<file path="src/rtl/ldpc_pkg.sv">
`default_nettype none
// +--------------------------------------------------------------------------+
// | ldpc_pkg : shared LLR types, decoder FSM states and symmetric saturation |
// | rev 1.0                                                                  |
// +--------------------------------------------------------------------------+
package ldpc_pkg;

  localparam int LLR_WIDTH   = 8;
  localparam int LLR_MAX_DEG = 6;
  localparam int LLR_SUM_W   = LLR_WIDTH + $clog2(LLR_MAX_DEG + 2);

  typedef logic signed [LLR_WIDTH-1:0] llr_t;

  typedef enum logic [1:0] {
    IDLE  = 2'd0,
    ACCUM = 2'd1,
    LOAD  = 2'd2,
    EMIT  = 2'd3
  } vn_state_t;

  // Symmetric clamp: -2^(W-1) is never produced, so downstream negation is safe.
  function automatic llr_t llr_sat(input logic signed [LLR_SUM_W-1:0] x);
    logic signed [LLR_SUM_W-1:0] lim;
    lim = LLR_SUM_W'((2 ** (LLR_WIDTH - 1)) - 1);
    if (x > lim)       llr_sat = llr_t'(lim);
    else if (x < -lim) llr_sat = llr_t'(-lim);
    else               llr_sat = llr_t'(x);
  endfunction

endpackage
`default_nettype wire

</file>
<file path="src/rtl/ldpc_vn_buffer.sv">
`default_nettype none
// +--------------------------------------------------------------------------+
// | ldpc_vn_buffer : per-edge C2V register file, one write and one read port |
// | rev 1.0                                                                  |
// +--------------------------------------------------------------------------+
module ldpc_vn_buffer
  import ldpc_pkg::*;
#(
  parameter int WIDTH = LLR_WIDTH,
  parameter int DEPTH = LLR_MAX_DEG,
  parameter int IDX_W = $clog2(LLR_MAX_DEG + 1)
) (
  input  logic             i_clock,
  input  logic             i_wr_en,
  input  logic [IDX_W-1:0] i_wr_idx,
  input  logic [WIDTH-1:0] i_wr_data,
  input  logic [IDX_W-1:0] i_rd_idx,
  output logic [WIDTH-1:0] o_rd_data
);

  logic [WIDTH-1:0] mem [DEPTH];

  // Data is overwritten every frame before it is read, so no reset is needed.
  for (genvar g = 0; g < DEPTH; g++) begin : g_entry
    logic [WIDTH-1:0] entry_q;
    logic [WIDTH-1:0] entry_d;

    always_comb begin
      entry_d = entry_q;
      if (i_wr_en && (i_wr_idx == IDX_W'(g))) entry_d = i_wr_data;
    end

    always_ff @(posedge i_clock) entry_q <= entry_d;

    assign mem[g] = entry_q;
  end

  assign o_rd_data = (i_rd_idx < IDX_W'(DEPTH)) ? mem[i_rd_idx] : '0;

endmodule
`default_nettype wire

</file>
<file path="src/rtl/ldpc_varnode.sv">
`default_nettype none
// +--------------------------------------------------------------------------+
// | ldpc_varnode : min-sum variable-node update, serial C2V in / V2C out      |
// | rev 1.0                                                                  |
// +--------------------------------------------------------------------------+
module ldpc_varnode
  import ldpc_pkg::*;
#(
  parameter int WIDTH   = LLR_WIDTH,
  parameter int MAX_DEG = LLR_MAX_DEG
) (
  input  logic             i_clock,
  input  logic             i_reset,
  input  logic [WIDTH-1:0] i_chan,
  input  logic [WIDTH-1:0] i_c2v,
  input  logic             i_valid,
  input  logic             i_first,
  input  logic             i_last,
  output logic             o_ready,
  output logic [WIDTH-1:0] o_v2c,
  output logic             o_hard,
  output logic             o_valid,
  output logic             o_last,
  input  logic             i_ready,
  output logic             o_error
);

  localparam int SUM_W = WIDTH + $clog2(MAX_DEG + 2);
  localparam int CNT_W = $clog2(MAX_DEG + 1);

  function automatic logic signed [SUM_W-1:0] sext(input logic [WIDTH-1:0] x);
    sext = {{(SUM_W - WIDTH){x[WIDTH-1]}}, x};
  endfunction

  function automatic logic [WIDTH-1:0] sat(input logic signed [SUM_W-1:0] x);
    logic signed [SUM_W-1:0] lim;
    lim = SUM_W'((2 ** (WIDTH - 1)) - 1);
    if (x > lim)       sat = lim[WIDTH-1:0];
    else if (x < -lim) sat = WIDTH'(-lim);
    else               sat = x[WIDTH-1:0];
  endfunction

  vn_state_t               state_q, state_d;
  logic signed [SUM_W-1:0] total_q, total_d;
  logic [CNT_W-1:0]        cnt_q, cnt_d;
  logic [CNT_W-1:0]        idx_q, idx_d;
  logic [WIDTH-1:0]        v2c_q, v2c_d;
  logic                    hard_q, hard_d;
  logic                    valid_q, valid_d;
  logic                    last_q, last_d;
  logic                    error_q, error_d;

  logic                    accept;
  logic                    buf_we;
  logic [CNT_W-1:0]        buf_widx;
  logic [CNT_W-1:0]        buf_ridx;
  logic [WIDTH-1:0]        buf_rdata;

  ldpc_vn_buffer #(
    .WIDTH (WIDTH),
    .DEPTH (MAX_DEG),
    .IDX_W (CNT_W)
  ) u_buffer (
    .i_clock   (i_clock),
    .i_wr_en   (buf_we),
    .i_wr_idx  (buf_widx),
    .i_wr_data (i_c2v),
    .i_rd_idx  (buf_ridx),
    .o_rd_data (buf_rdata)
  );

  assign accept = i_valid && o_ready;

  always_ff @(posedge i_clock) begin
    if (i_reset) state_q <= IDLE;
    else         state_q <= state_d;
  end

  always_comb begin
    state_d = state_q;
    case (state_q)
      IDLE:  if (accept && i_first) state_d = i_last ? LOAD : ACCUM;
      ACCUM: if (accept) begin
        if (i_first)                        state_d = i_last ? LOAD : ACCUM;
        else if (cnt_q == CNT_W'(MAX_DEG))  state_d = IDLE;
        else if (i_last)                    state_d = LOAD;
      end
      LOAD:  state_d = EMIT;
      EMIT:  if (valid_q && i_ready && last_q) state_d = IDLE;
      default: state_d = IDLE;
    endcase
  end

  always_comb begin
    o_ready = (state_q == IDLE) || (state_q == ACCUM);
  end

  always_comb begin
    total_d  = total_q;
    cnt_d    = cnt_q;
    idx_d    = idx_q;
    v2c_d    = v2c_q;
    hard_d   = hard_q;
    valid_d  = valid_q;
    last_d   = last_q;
    error_d  = 1'b0;
    buf_we   = 1'b0;
    buf_widx = cnt_q;
    buf_ridx = idx_q + CNT_W'(1);
    case (state_q)
      IDLE, ACCUM: if (accept) begin
        if (i_first) begin
          // A first beat mid-frame abandons the partial frame and restarts here.
          error_d  = (state_q == ACCUM);
          total_d  = sext(i_chan) + sext(i_c2v);
          cnt_d    = CNT_W'(1);
          buf_we   = 1'b1;
          buf_widx = '0;
        end else if (state_q == IDLE) begin
          error_d = 1'b1;
        end else if (cnt_q == CNT_W'(MAX_DEG)) begin
          error_d = 1'b1;
          cnt_d   = '0;
        end else begin
          total_d = total_q + sext(i_c2v);
          cnt_d   = cnt_q + CNT_W'(1);
          buf_we  = 1'b1;
        end
      end
      LOAD: begin
        buf_ridx = '0;
        v2c_d    = sat(total_q - sext(buf_rdata));
        hard_d   = total_q[SUM_W-1];
        valid_d  = 1'b1;
        last_d   = (cnt_q == CNT_W'(1));
        idx_d    = '0;
      end
      EMIT: if (valid_q && i_ready) begin
        if (last_q) begin
          valid_d = 1'b0;
        end else begin
          v2c_d  = sat(total_q - sext(buf_rdata));
          last_d = ((idx_q + CNT_W'(2)) == cnt_q);
          idx_d  = idx_q + CNT_W'(1);
        end
      end
      default: ;
    endcase
  end

  always_ff @(posedge i_clock) begin
    if (i_reset) begin
      total_q <= '0;
      cnt_q   <= '0;
      idx_q   <= '0;
      v2c_q   <= '0;
      hard_q  <= 1'b0;
      valid_q <= 1'b0;
      last_q  <= 1'b0;
      error_q <= 1'b0;
    end else begin
      total_q <= total_d;
      cnt_q   <= cnt_d;
      idx_q   <= idx_d;
      v2c_q   <= v2c_d;
      hard_q  <= hard_d;
      valid_q <= valid_d;
      last_q  <= last_d;
      error_q <= error_d;
    end
  end

  assign o_v2c   = v2c_q;
  assign o_hard  = hard_q;
  assign o_valid = valid_q;
  assign o_last  = last_q;
  assign o_error = error_q;

endmodule
`default_nettype wire

</file>
<file path="config.mk">
export PLATFORM = sky130hd
export DESIGN_NAME = ldpc_varnode
export DESIGN_NICKNAME = d
export VERILOG_FILES = /design/src/rtl/ldpc_pkg.sv /design/src/rtl/ldpc_vn_buffer.sv /design/src/rtl/ldpc_varnode.sv
export SDC_FILE = /design/constraint.sdc
export NUM_CORES = 1
export LEC_CHECK = 0
export BUFFER_PORTS_ARGS = -buffer_cell sky130_fd_sc_hd__clkbuf_2
export CAP_MARGIN = 5
export CORE_ASPECT_RATIO = 1.5
export CORE_MARGIN = 4
export CORE_UTILIZATION = 55
export CTS_CLUSTER_DIAMETER = 60
export DETAILED_ROUTE_END_ITERATION = 16
export GPL_ROUTABILITY_DRIVEN = 0
export GPL_TIMING_DRIVEN = 0
export HOLD_SLACK_MARGIN = 0.08
export PLACE_DENSITY = 0.74
export SETUP_SLACK_MARGIN = 0.4
export SKIP_CTS_REPAIR_TIMING = 1
export SYNTH_ARGS = -nofsm -noshare
export SYNTH_HDL_FRONTEND = slang
export SYNTH_SLANG_ARGS = --single-unit
</file>
<file path="constraint.sdc">
create_clock -name i_clock -period 4.1 [get_ports i_clock]
set_input_delay 0.82 -clock i_clock [delete_from_list [all_inputs] [get_ports i_clock]]
set_output_delay 0.82 -clock i_clock [all_outputs]
set_load 0.03 [all_outputs]
</file>
# Word-level counts from Yosys, hierarchy flattened
# Index checks and enable logic that the tools add are counted.
dict set report totals {
  wordCells 114
  output_inout_bits 13
  mem_bits_rw 0
  romBits 0
  inputBits 22
  regBits 79
  latchBits 0
  n_memories 0
}
dict set report op_classes {
  shift 0
  bitwise 3
  div_mod_pow 0
  n_addsub 6
  n_mul 0
  muxes 44
  order_cmp 4
  n_reduce_logical 22
  n_eq_ne 20
}
# operator n
set op_table {}
lappend op_table {{$mux W8} 7}
lappend op_table {{$mux W11} 3}
lappend op_table {{$mux W3} 9}
lappend op_table {{$bmux W8 S3} 1}
lappend op_table {{$ne A2 B2 Y1 const B} 8}
lappend op_table {{$pmux W8 S2} 1}
lappend op_table {{$mux W2} 7}
lappend op_table {{$mux W1} 12}
lappend op_table {{$add A11 B8 Y11} 1}
lappend op_table {{$gt A11 B8 Y1 const B} 1}
lappend op_table {{$lt A11 B8 Y1 const B} 1}
lappend op_table {{$sub A11 B8 Y11} 1}
lappend op_table {{$logic_and A1 B1 Y1} 10}
lappend op_table {{$add A8 B8 Y9} 1}
lappend op_table {{$eq A3 B3 Y1 const B} 3}
lappend op_table {{$reduce_and A3 Y1} 3}
lappend op_table {{$pmux W2 S4} 1}
lappend op_table {{$reduce_and A4 Y1} 2}
lappend op_table {{$add A3 B1 Y3 const B} 2}
lappend op_table {{$eq A3 B1 Y1 const B} 2}
lappend op_table {{$eq A3 B2 Y1 const B} 2}
lappend op_table {{$pmux W3 S2} 1}
lappend op_table {{$eq A2 B2 Y1 const B} 2}
lappend op_table {{$ge A4 B4 Y1 const B} 1}
lappend op_table {{other kinds (15)} 17}

# Longest topological paths before layout
# Gate-level depths: netlist of the first run.
dict set report depth {
  ltp_word 14
  depth_mapped 17
  mapped_depth_nobuf 15
}

# Cells and area by module
# From an unflattened synthesis of the first run, not the netlist that was laid out.
dict set report unflattened {
  cells_unflattened 452
  area_unflattened_um2 4718.3
}
# module n_inst area_each_um2 cells_per_inst
set modules_own_cells {}
lappend modules_own_cells {ldpc_varnode 1 2791.4 346}
lappend modules_own_cells {ldpc_vn_buffer 1 1926.8 106}

# Worst setup path before layout of the first run
# No wires, ideal clock.
dict set report synth_path {
  path_type {reg2reg}
  from {reg idx_q[1]}
  to {reg v2c_q[0], in the netlist o_v2c[0]}
  setup_time_ns 0.132
  setup_slack_ns 0.558
  arrival_time_ns 3.411
  stages_incl_launch_ff 15
  path_cell_list {dfxtp_1 > ha_1 > nand2_1 > clkbuf_1 > a31oi_1 > a22o_2 > ha_1 > fa_1 > nand3b_1 > a21oi_1 > o221ai_1 > o211a_1 > or3_1 > a21oi_4 > a311oi_1}
}
dict set report synth_between {
  elab_chain_len 14
  word_cells_on_any_way 16
  classes_between {add/sub: 2; order compare: 3; mux: 10; bitwise: 1}
}
# item line
set synth_lines {}
lappend synth_lines {{start, declared} ldpc_varnode.sv:46} ;# logic [CNT_W-1:0] idx_q, idx_d;
lappend synth_lines {{start signal, assigned} ldpc_varnode.sv:164} ;# idx_q <= idx_d;
lappend synth_lines {{$add A3 B1 Y3 *} ldpc_varnode.sv:109} ;# buf_ridx = idx_q + CNT_W'(1);
lappend synth_lines {{$mux W3 *} ldpc_varnode.sv:110} ;# case (state_q)
lappend synth_lines {{$not A3 Y4 (not written as such)} ldpc_vn_buffer.sv:38} ;# assign o_rd_data = (i_rd_idx < IDX_W'(DEPTH)) ? mem[i_rd_idx] : '0;
lappend synth_lines {{$bmux W8 S3} ldpc_vn_buffer.sv:38}
lappend synth_lines {{$mux W8 (not written as such) (2 in series)} ldpc_vn_buffer.sv:38}
lappend synth_lines {{$mux W8 *} ldpc_vn_buffer.sv:38}
lappend synth_lines {{$sub A11 B8 Y11 *} {ldpc_varnode.sv:132, ldpc_varnode.sv:142}}
lappend synth_lines {{$lt A11 B8 Y1} ldpc_varnode.sv:39} ;# else if (x < -lim) sat = WIDTH'(-lim);
lappend synth_lines {{$mux W8} ldpc_varnode.sv:39}
lappend synth_lines {{$mux W8 *} ldpc_varnode.sv:38} ;# if (x > lim) sat = lim[WIDTH-1:0];
lappend synth_lines {{$mux W8} ldpc_varnode.sv:139} ;# if (last_q) begin
lappend synth_lines {{$mux W8} ldpc_varnode.sv:138} ;# EMIT: if (valid_q && i_ready) begin
lappend synth_lines {{$pmux W8 S2 *} ldpc_varnode.sv:110}
lappend synth_lines {{end signal, assigned} ldpc_varnode.sv:165} ;# v2c_q <= v2c_d;
lappend synth_lines {{end, declared} ldpc_varnode.sv:47} ;# logic [WIDTH-1:0] v2c_q, v2c_d;
# Every way passes the cells marked *; elsewhere a longest branch is shown, timed or not. The select of a mux whose other input is x is not followed.
# A chain may end at the register's enable or synchronous reset.

# Final worst setup path of the first run
dict set report layout_path {
  from {reg idx_q[0]}
  to {reg v2c_q[1], in the netlist o_v2c[1]}
}
# Same word-level chain as after synthesis.

==> impl_metrics.json, run 1 <==
{
  "via_per_inst": 5.91,
  "first_pass_iters": 5,
  "drive_above_1_share_pct": 20.5,
  "leakagePower_nw": 2.23,
  "power-per-cell-area_mw_per_mm2": 448,
  "cts.htree.levels": 3,
  "synth_fp_nets": 556,
  "dp_cells": 643,
  "crit_path_max_incr_delay_ns": 0.57,
  "layout.cells.non_filler": 677,
  "synth_edf_count": 48,
  "core-area_mm2": 0.00836,
  "yosysSeqAreaShare_pct": 44.1,
  "drcViolationCount": 0,
  "routedLengthMet1_mm": 4.65,
  "critPathCaptureType": "flip-flop",
  "wl_per_cell_um": 17.6,
  "critical_path_class": "reg -> reg",
  "cap_violations": 0,
  "grt_max_degree": 15,
  "cts_tree": "done",
  "antenna_found_initial": 0,
  "slew_viol_final": 0,
  "max_freq_mhz": 281,
  "avgSynthCellArea_um2": 9.34,
  "first_global_vias": 3835,
  "clkTransAtPathRegs_ns": 0.06,
  "num_io_pins": 35,
  "critical_path_arrival_ns": 3.79,
  "final-hold-violation-count": 0,
  "critPathMostFrequentCell": "buf_6",
  "start_util_pct": 56.0,
  "maxSlewHeadroom_pct": 25.0,
  "hold_path_class": "reg -> reg",
  "cp_slowest_cell": "or4_1",
  "area_delta_synth_final_pct": 20.6,
  "setup_viol": 0,
  "clock_latency_ns": 0.34,
  "drt_wl_total_mm": 11.9,
  "nets": 620,
  "async_flop_share_pct": 0,
  "ir_drop_uv": 250,
  "route.met3.wl_um": 460,
  "clk_path_buf_depth": 2,
  "ys_types": 58,
  "clock_sinks": 79,
  "rows": 41,
  "syn_inst": 501,
  "antenna_cells": 0,
  "route.met2.wl_mm": 6.19,
  "antenna_left": 0,
  "portBuffers": 34,
  "fin_crit_ns": 3.56,
  "grt_pass1_wl_mm": 18.5,
  "synthFlopType": "edfxtp_1",
  "die_h_um": 121,
  "clock_skew_ns": 0.00869,
  "cts-root-buf": "clkbuf_16",
  "finalCritPeriodShare_pct": 86.8,
  "p_total_mw": 2.53,
  "grt.total_usage_pct": 23.1,
  "start_kind": "flip-flop",
  "cp_max_fo": 10,
  "tightest_slew_ns": 1.12,
  "path_cells": "buf_6, buf_4, nor2_4, buf_6, nand2_1, a31oi_1, a22oi_2, ha_2, or4_1, o211a_1, o211ai_1, nand3_1, o22ai_4, nor2_2, a2111oi_4",
  "yosys_warnings": 0,
  "synth_area_mm2": 0.00468,
  "status": "complete, no violations",
  "rsz0062_at_grt": "no",
  "dr.first_iter.drc_count": 297,
  "cts_buffers": 9,
  "dpl.hpwl_mm": 8.59,
  "grt_overflow": 0,
  "fp.dieW_um": 83.3,
  "vias": 3999,
  "worstPathRequired_ns": 4.34,
  "die_area_mm2": 0.0101,
  "synth-seq-cells": 79,
  "highest_layer": "met4"
}
-- cells in the mapped netlist, types with 2 or more instances --
master,n,area [µm²]
a211oi_1,21,158
a21boi_0,2,15.0
a21o_1,4,30.0
a21oi_1,33,165
a22oi_1,7,52.6
a311oi_1,3,26.3
a31oi_1,8,50.1
and2_1,7,43.8
and3_1,3,18.8
buf_2,3,15.0
clkbuf_1,17,63.8
dfxtp_1,31,621
edfxtp_1,48,1440
fa_1,3,60.1
ha_1,30,375
inv_1,24,90.1
mux2i_1,4,40.0
nand2_1,72,270
nand2b_1,5,31.3
nand3_1,11,55.1
nand3b_1,2,15.0
nand4_1,2,12.5
nor2_1,39,146
nor2b_1,9,56.3
nor3_1,16,80.1
nor4_1,4,25.0
o2111ai_1,2,17.5
o211a_1,3,30.0
o211ai_1,4,30.0
o21a_1,3,22.5
o21ai_0,26,130
o221ai_1,2,17.5
o31ai_1,2,15.0
or3_1,9,56.3
or4_1,3,22.5
xnor2_1,11,96.3
xor2_1,7,61.3
-- layout by cell type (no fill, tap or decap), types with 3 or more instances in the layout --
| cell | instances |
|---|---|
| mux2i_1 | 4 |
| ha_1 | 26 |
| nand3_1 | 11 |
| o211a_1 | 3 |
| nand2_2 | 3 |
| nor2_4 | 3 |
| and3_1 | 3 |
| a31oi_1 | 8 |
| o211ai_1 | 4 |
| nand2b_1 | 5 |
| a211oi_2 | 3 |
| inv_1 | 23 |
| or4_1 | 3 |
| clkbuf_16 | 9 |
| o21a_1 | 3 |
| dfxtp_1 | 29 |
| a211oi_1 | 18 |
| buf_6 | 6 |
| a21oi_1 | 30 |
| and2_1 | 7 |
| nor2b_1 | 9 |
| nor2_1 | 37 |
| xor2_1 | 7 |
| a22oi_1 | 5 |
| clkbuf_2 | 34 |
| buf_4 | 21 |
| o21ai_0 | 24 |
| edfxtp_1 | 48 |
| clkbuf_1 | 13 |
| or3_1 | 8 |
| nand2_1 | 70 |
| xnor2_1 | 10 |
| a21o_1 | 4 |
| nor4_1 | 3 |
| nor3_1 | 16 |
-- worst paths after layout --
| path | startpoint | endpoint | slack, ns | depth (start not counted) |
|---|---|---|---|---|
| min reg2reg | o_hard | o_hard | 0.46 | 2 |
| max reg2reg | idx_q[0] | o_v2c[1] | 0.54 | 15 |
| min | o_hard | o_hard | 0.46 | 2 |
| max | idx_q[0] | o_v2c[1] | 0.54 | 15 |
-- registers in the layout, summed over array words and instances (netlist names) --
name                      cells
u_buffer.g_entry.entry_q     48
o_valid                       1
o_v2c                         8
state_q                       2
o_last                        1
idx_q                         3
total_q                      11
cnt_q                         3
o_hard                        1
o_error                       1
-- power by group --
group / switching, mW / leakage [nW] / internal [mW]
sequential: 0.0328 / 0.689 / 0.884
clock: 0.311 / 0.152 / 0.532
combinational: 0.461 / 1.39 / 0.308
-- routing by layer --
metal	vias to the layer above	global-route usage, %
met3	37	3.67
met1	1885	26.2
met5	-	0
met2	113	41.0
li1	1964	-
met4	0	13.2
-- area by class of cell --
class	instances	area, µm²
Fill cell	632	2720
Multi-Input combinational cell	377	2590
Sequential cell	79	2060
Timing Repair Buffer	53	313
Clock buffer	10	229
Tap cell	107	134
Buffer	21	133
Inverter	24	93.8
Clock inverter	6	86.3
-- stage by stage --
step | utilization (%) | hold slack (ns) | setup TNS [ns] | instance area (µm²) | setup WS [ns]
2_1_floorplan | - | 0.457 | 0 | 4680 | 0.558
3_3_place_gp | 59.6 | 0.445 | 0 | 4980 | 0.0105
3_5_place_dp | 59.8 | 0.455 | -0.272 | 5000 | -0.0679
4_1_cts | 63.5 | 0.463 | -0.431 | 5310 | -0.114
5_1_grt | 67.5 | 0.492 | 0 | 5650 | 0.335
6_report | 67.5 | 0.463 | 0 | 5650 | 0.543
-- cell families (layout without fill, tap and decap cells) --
family                   Yosys count  count (layout)  synth area share, %
AND/OR/NAND/NOR                  191             191                 19.4
AO/OA/AOI/OAI                    131             131                 19.2
flip-flops                        79              79                 44.1
buffers and inverters             45             114                 3.77
adder cells (fa/ha/maj)           33              33                 9.30
XOR/XNOR                          18              18                 3.37
multiplexers                       4               4                0.855
-- worst max-delay path, delay by kind of cell, from the launching register on --
kind | cells | cell delay (ns)
AO/OA/AOI/OAI | 6 | 1.41
AND/OR/NAND/NOR | 5 | 1.05
buffers and inverters | 3 | 0.43
flip-flops | 1 | 0.34
adder cells (fa/ha/maj) | 1 | 0.22
Power figures use the tool's default switching activity.
==> run 2, diff against run 1 <==
- clock period: 4.1 -> 4.26 ns (I/O delays scaled with it)
==> run 2 against run 1 <==
Effect of this change:
- total power is 5.2% lower
- combinational power is 8.3% lower
- via count down 0.50%
- global-route usage unchanged
- worst setup slack worse by 0.0018 ns
- register-to-register slack hardly changed
- wire length is 2.5% lower
- sequential share of layout area rose by 1.1 points
- count of clock-buffer cells in the layout unchanged
- critical path depth fell by 2
- final area down 3.0%
- largest power group unchanged
==> impl_metrics.json, run 2 (synthesized netlist as in run 1, its figures left out) <==
{
  "grt_overflow": 0,
  "place_ws_ns": 0.0921,
  "start_util_pct": 56.0,
  "clock_sinks": 79,
  "path_cells": "ha_4, nand2_2, clkbuf_4, a211oi_1, a31oi_1, a22oi_1, ha_1, a211oi_2, a21oi_4, or3_1, a2111oi_4, o22ai_4, a311oi_1",
  "drcViolationCount": 0,
  "layout_commonest_cell": "nand2_1",
  "fillCellCount": 665,
  "die_area_mm2": 0.0101,
  "finalCritPeriodShare_pct": 87.3,
  "vias": 3979,
  "r2r-end": "o_v2c[0]",
  "fp.dieW_um": 83.3,
  "start_kind": "flip-flop",
  "grtUsageMet3_pct": 3.67,
  "nets": 608,
  "clock_skew_ns": 0.00789,
  "critPathCaptureType": "flip-flop",
  "antenna_left": 0,
  "grt_max_degree": 15,
  "worstPathRequired_ns": 4.50,
  "clock_latency_ns": 0.34,
  "cp-startpoint": "idx_q[1]",
  "drt_wl_total_mm": 11.6,
  "dp_cells": 643,
  "clk_path_buf_depth": 2,
  "seqCellArea_mm2": 0.00206,
  "rsz0062_at_grt": "no",
  "cp_max_fo": 10,
  "use_met2_pct": 41.0,
  "status": "complete, no violations",
  "grt_pass1_wl_mm": 18.5,
  "maxSlewHeadroom_pct": 27.1,
  "cts_tree": "done",
  "antenna_found_initial": 0,
  "final-hold-violation-count": 0,
  "setup_viol": 0,
  "num_io_pins": 35,
  "tightest_slew_ns": 1.09,
  "power-per-cell-area_mw_per_mm2": 437,
  "fin_tns_setup_ns": 0,
  "clkTransAtPathRegs_ns": 0.06,
  "cp_slowest_cell": "a2111oi_4",
  "first_pass_iters": 5,
  "hold_start": "o_hard",
  "portBuffers": 34,
  "wl_per_cell_um": 17.4,
  "largest_register_ff_count": 48,
  "setup.worst_path.end": "o_v2c[0]",
  "rows": 41,
  "crit_path_max_incr_delay_ns": 0.42,
  "die_h_um": 121,
  "top_register": "u_buffer.g_entry.entry_q",
  "reg2reg_from": "idx_q[1]",
  "core-area_mm2": 0.00836,
  "final_cell_mix": "71 x nand2_1, 48 x edfxtp_1, 37 x nor2_1",
  "cts-root-buf": "clkbuf_16",
  "antenna_cells": 0,
  "critical_path_arrival_ns": 3.96,
  "area_delta_synth_final_pct": 17.0,
  "max_freq_mhz": 269,
  "reg2regPathDepth": 13,
  "ir_drop_uv": 237,
  "via_per_inst": 5.98,
  "rrSetupSlack_ns": 0.54,
  "first_global_vias": 3835,
  "grt_use_met1_pct": 26.2,
  "layout.cells.non_filler": 665,
  "critical_path_class": "reg -> reg",
  "cap_violations": 0,
  "dpl.hpwl_mm": 8.59,
  "cts_buffers": 9,
  "grt-busiest-layer": "met2",
  "cts.htree.levels": 3,
  "hold_path_class": "reg -> reg",
  "setup_ws_ns": 0.541,
  "slew_viol_final": 0,
  "dr.first_iter.drc_count": 346,
  "leakagePower_nw": 2.16,
  "grt.total_usage_pct": 23.1,
  "multiInputGateArea_mm2": 0.00253,
  "fin_crit_ns": 3.72,
  "drive_above_1_share_pct": 17.0
}
-- run 2: changes by cell type in the layout (fill, tap and decap cells not counted), sizes merged --
cell,change
buf,-16
clkbuf,+4
-- run 2: metal layers --
layer	vias up	wire, µm
met5	-	0
met4	0	628
met3	43	603
met2	137	5860
met1	1855	4500
li1	1944	-
-- run 2: cell type report --
class / instances / area share (%)
multi-input combinational: 377 / 46.3
sequential: 79 / 37.7
clock buffer: 10 / 4.18
timing repair buffer: 41 / 4.07
tap: 107 / 2.44
buffer: 21 / 2.03
inverter: 24 / 1.71
clock inverter: 6 / 1.58
-- run 2: stage by stage --
stage / util, % / cell area (µm²) / power [mW] / hold WS, ns
after global routing: 65.5 / 5480 / 2.50 / 0.492
after global placement: 59.6 / 4980 / 1.52 / 0.445
after floorplan: - / 4680 / 1.38 / 0.457
final: 65.5 / 5480 / 2.39 / 0.462
after detailed placement: 59.8 / 5000 / 1.55 / 0.455
after CTS: 63.5 / 5310 / 2.35 / 0.463
-- run 2: worst min-delay path by stage --
stage	cells after the start	to
6_report	2	o_hard
5_1_grt	2	o_hard
4_1_cts	2	o_hard
3_5_place_dp	2	o_hard
3_3_place_gp	2	o_hard
2_1_floorplan	2	idx_q[1]
-- run 2: critical path: cells and delay by family, from the launching register on --
family	cells	cell delay (ns)
compound gates	8	1.94
buf+inv	1	0.20
flops	1	0.35
simple gates	2	0.48
fa+ha+maj	2	0.65
-- run 2: power breakdown --
part / leakage (nW) / internal, mW / switching, mW
clock network: 0.152 / 0.512 / 0.298
registers: 0.689 / 0.851 / 0.0310
logic: 1.32 / 0.271 / 0.433
total: 2.16 / 1.63 / 0.762
==> run 3, diff against run 2 <==
- CORE_ASPECT_RATIO: 1.5 -> 0.7
- SLEW_MARGIN: unset -> 20
==> run 3 against run 2 <==
Effect of this change:
- final area down 0.37%
- clock skew down 0.00096 ns
- hold slack better by 0.0085 ns
- sequential cell count unchanged
- combinational power up 0.9%
- worst setup slack worse by 0.056 ns
- register-to-register slack worse by 0.06 ns
- clock power down 1%
- critical path type unchanged
- highest routed layer unchanged
==> impl_metrics.json, run 3 (synthesized netlist as in run 1, its figures left out) <==
{
  "leakagePower_nw": 2.14,
  "grt_pass1_wl_mm": 19.1,
  "antenna_left": 0,
  "hold_ws_ns": 0.470,
  "cts_tree": "done",
  "layout.cells.non_filler": 655,
  "first_pass_iters": 5,
  "clock_skew_ns": 0.00693,
  "portBuffers": 34,
  "critical_path_arrival_ns": 3.98,
  "place_ws_ns": 0.00910,
  "place_area_mm2": 0.00499,
  "largest_register_ff_count": 48,
  "critical_path_class": "reg -> reg",
  "design_area_mm2": 0.00546,
  "vias": 4016,
  "fp.dieW_um": 118,
  "clk_path_buf_depth": 2,
  "tightest_slew_ns": 0.852,
  "first_global_vias": 3773,
  "cts.htree.levels": 3,
  "drive_above_1_share_pct": 18.1,
  "status": "complete, no violations",
  "fin_crit_ns": 3.78,
  "drcViolationCount": 0,
  "dr.first_iter.drc_count": 306,
  "fin_tns_setup_ns": 0,
  "p_total_mw": 2.39,
  "top_register": "u_buffer.g_entry.entry_q",
  "wl_per_cell_um": 18.0,
  "final_cell_mix": "70 x nand2_1, 48 x edfxtp_1, 37 x nor2_1",
  "critPathCaptureType": "flip-flop",
  "max_freq_mhz": 265,
  "cts_buffers": 9,
  "cap_violations": 0,
  "setup_viol": 0,
  "die_h_um": 85.2,
  "rows": 27,
  "slew_viol_final": 0,
  "drt_wl_total_mm": 11.8,
  "dp_cells": 637,
  "final-hold-violation-count": 0,
  "setup_ws_ns": 0.485,
  "num_io_pins": 35,
  "fillCellCount": 628,
  "antenna_cells": 0,
  "area_delta_synth_final_pct": 16.6,
  "power-per-cell-area_mw_per_mm2": 437,
  "cts-root-buf": "clkbuf_16",
  "grt_overflow": 0,
  "rsz0062_at_grt": "no",
  "core-area_mm2": 0.00807,
  "cp_max_fo": 7,
  "antenna_found_initial": 0,
  "dpl.hpwl_mm": 8.74,
  "layout_commonest_cell": "nand2_1",
  "clkTransAtPathRegs_ns": 0.06,
  "ir_drop_uv": 291,
  "nets": 604,
  "clock_sinks": 79,
  "hold_path_class": "reg -> reg",
  "worstPathRequired_ns": 4.47,
  "maxSlewHeadroom_pct": 43.2,
  "die_area_mm2": 0.0101,
  "via_per_inst": 6.13,
  "start_util_pct": 58.0,
  "finalCritPeriodShare_pct": 88.6,
  "final_core_util_pct": 67.6,
  "grt.total_usage_pct": 23.9,
  "start_kind": "flip-flop",
  "grt_max_degree": 17,
  "clock_latency_ns": 0.34
}
==> run 3: cell types whose count changed in the layout (fill, tap and decap cells not counted), moves of 3 or more <==
cell      change
inv_6         +4
clkbuf_4      -3
ha_1          -3
ha_2          +3
==> run 3: report_power, final <==
group / internal (mW) / switching, mW
Sequential: 0.850 / 0.0269
Combinational: 0.271 / 0.439
Clock: 0.467 / 0.331
Total: 1.59 / 0.797
==> run 3: final timing paths <==
check | start | endpoint | slack, ns | cells past startpoint
worst max-delay path | idx_q[1] | o_v2c[0] | 0.48 | 14
worst min-delay path | o_hard | o_hard | 0.47 | 2
worst max register to register | idx_q[1] | o_v2c[0] | 0.48 | 14
worst min register to register | o_hard | o_hard | 0.47 | 2
==> run 3: final cells by class <==
| class | count | area (µm²) | area share [%] |
|---|---|---|---|
| multi-input combinational | 377 | 2560 | 47.0 |
| timing repair buffer | 37 | 190 | 3.49 |
| clock buffer | 9 | 225 | 4.13 |
| sequential | 79 | 2060 | 37.8 |
| clock inverter | 7 | 85.1 | 1.56 |
| buffer | 21 | 111 | 2.04 |
| inverter | 24 | 92.6 | 1.70 |
| tap | 101 | 126 | 2.32 |
==> run 3: metal layers <==
layer  part of all wire [%]  wire length, µm  global-route usage (%)
met5                      0                0                       0
met4                    1.2              141                    7.13
met3                    8.2              965                    7.79
met2                     43             5050                    35.2
met1                     48             5610                    33.5
==> run 3: worst max-delay path: stages (launching register included) <==
cell      delay, ns
dfxtp_2        0.35
ha_4           0.34
nand2_2        0.10
a211oi_2       0.23
a31oi_1        0.09
a22o_2         0.29
ha_1           0.22
fa_1           0.41
nand3b_1       0.22
a21oi_2        0.23
o221ai_2       0.16
o211a_1        0.19
or3_1          0.43
a21oi_4        0.25
a311oi_2       0.13
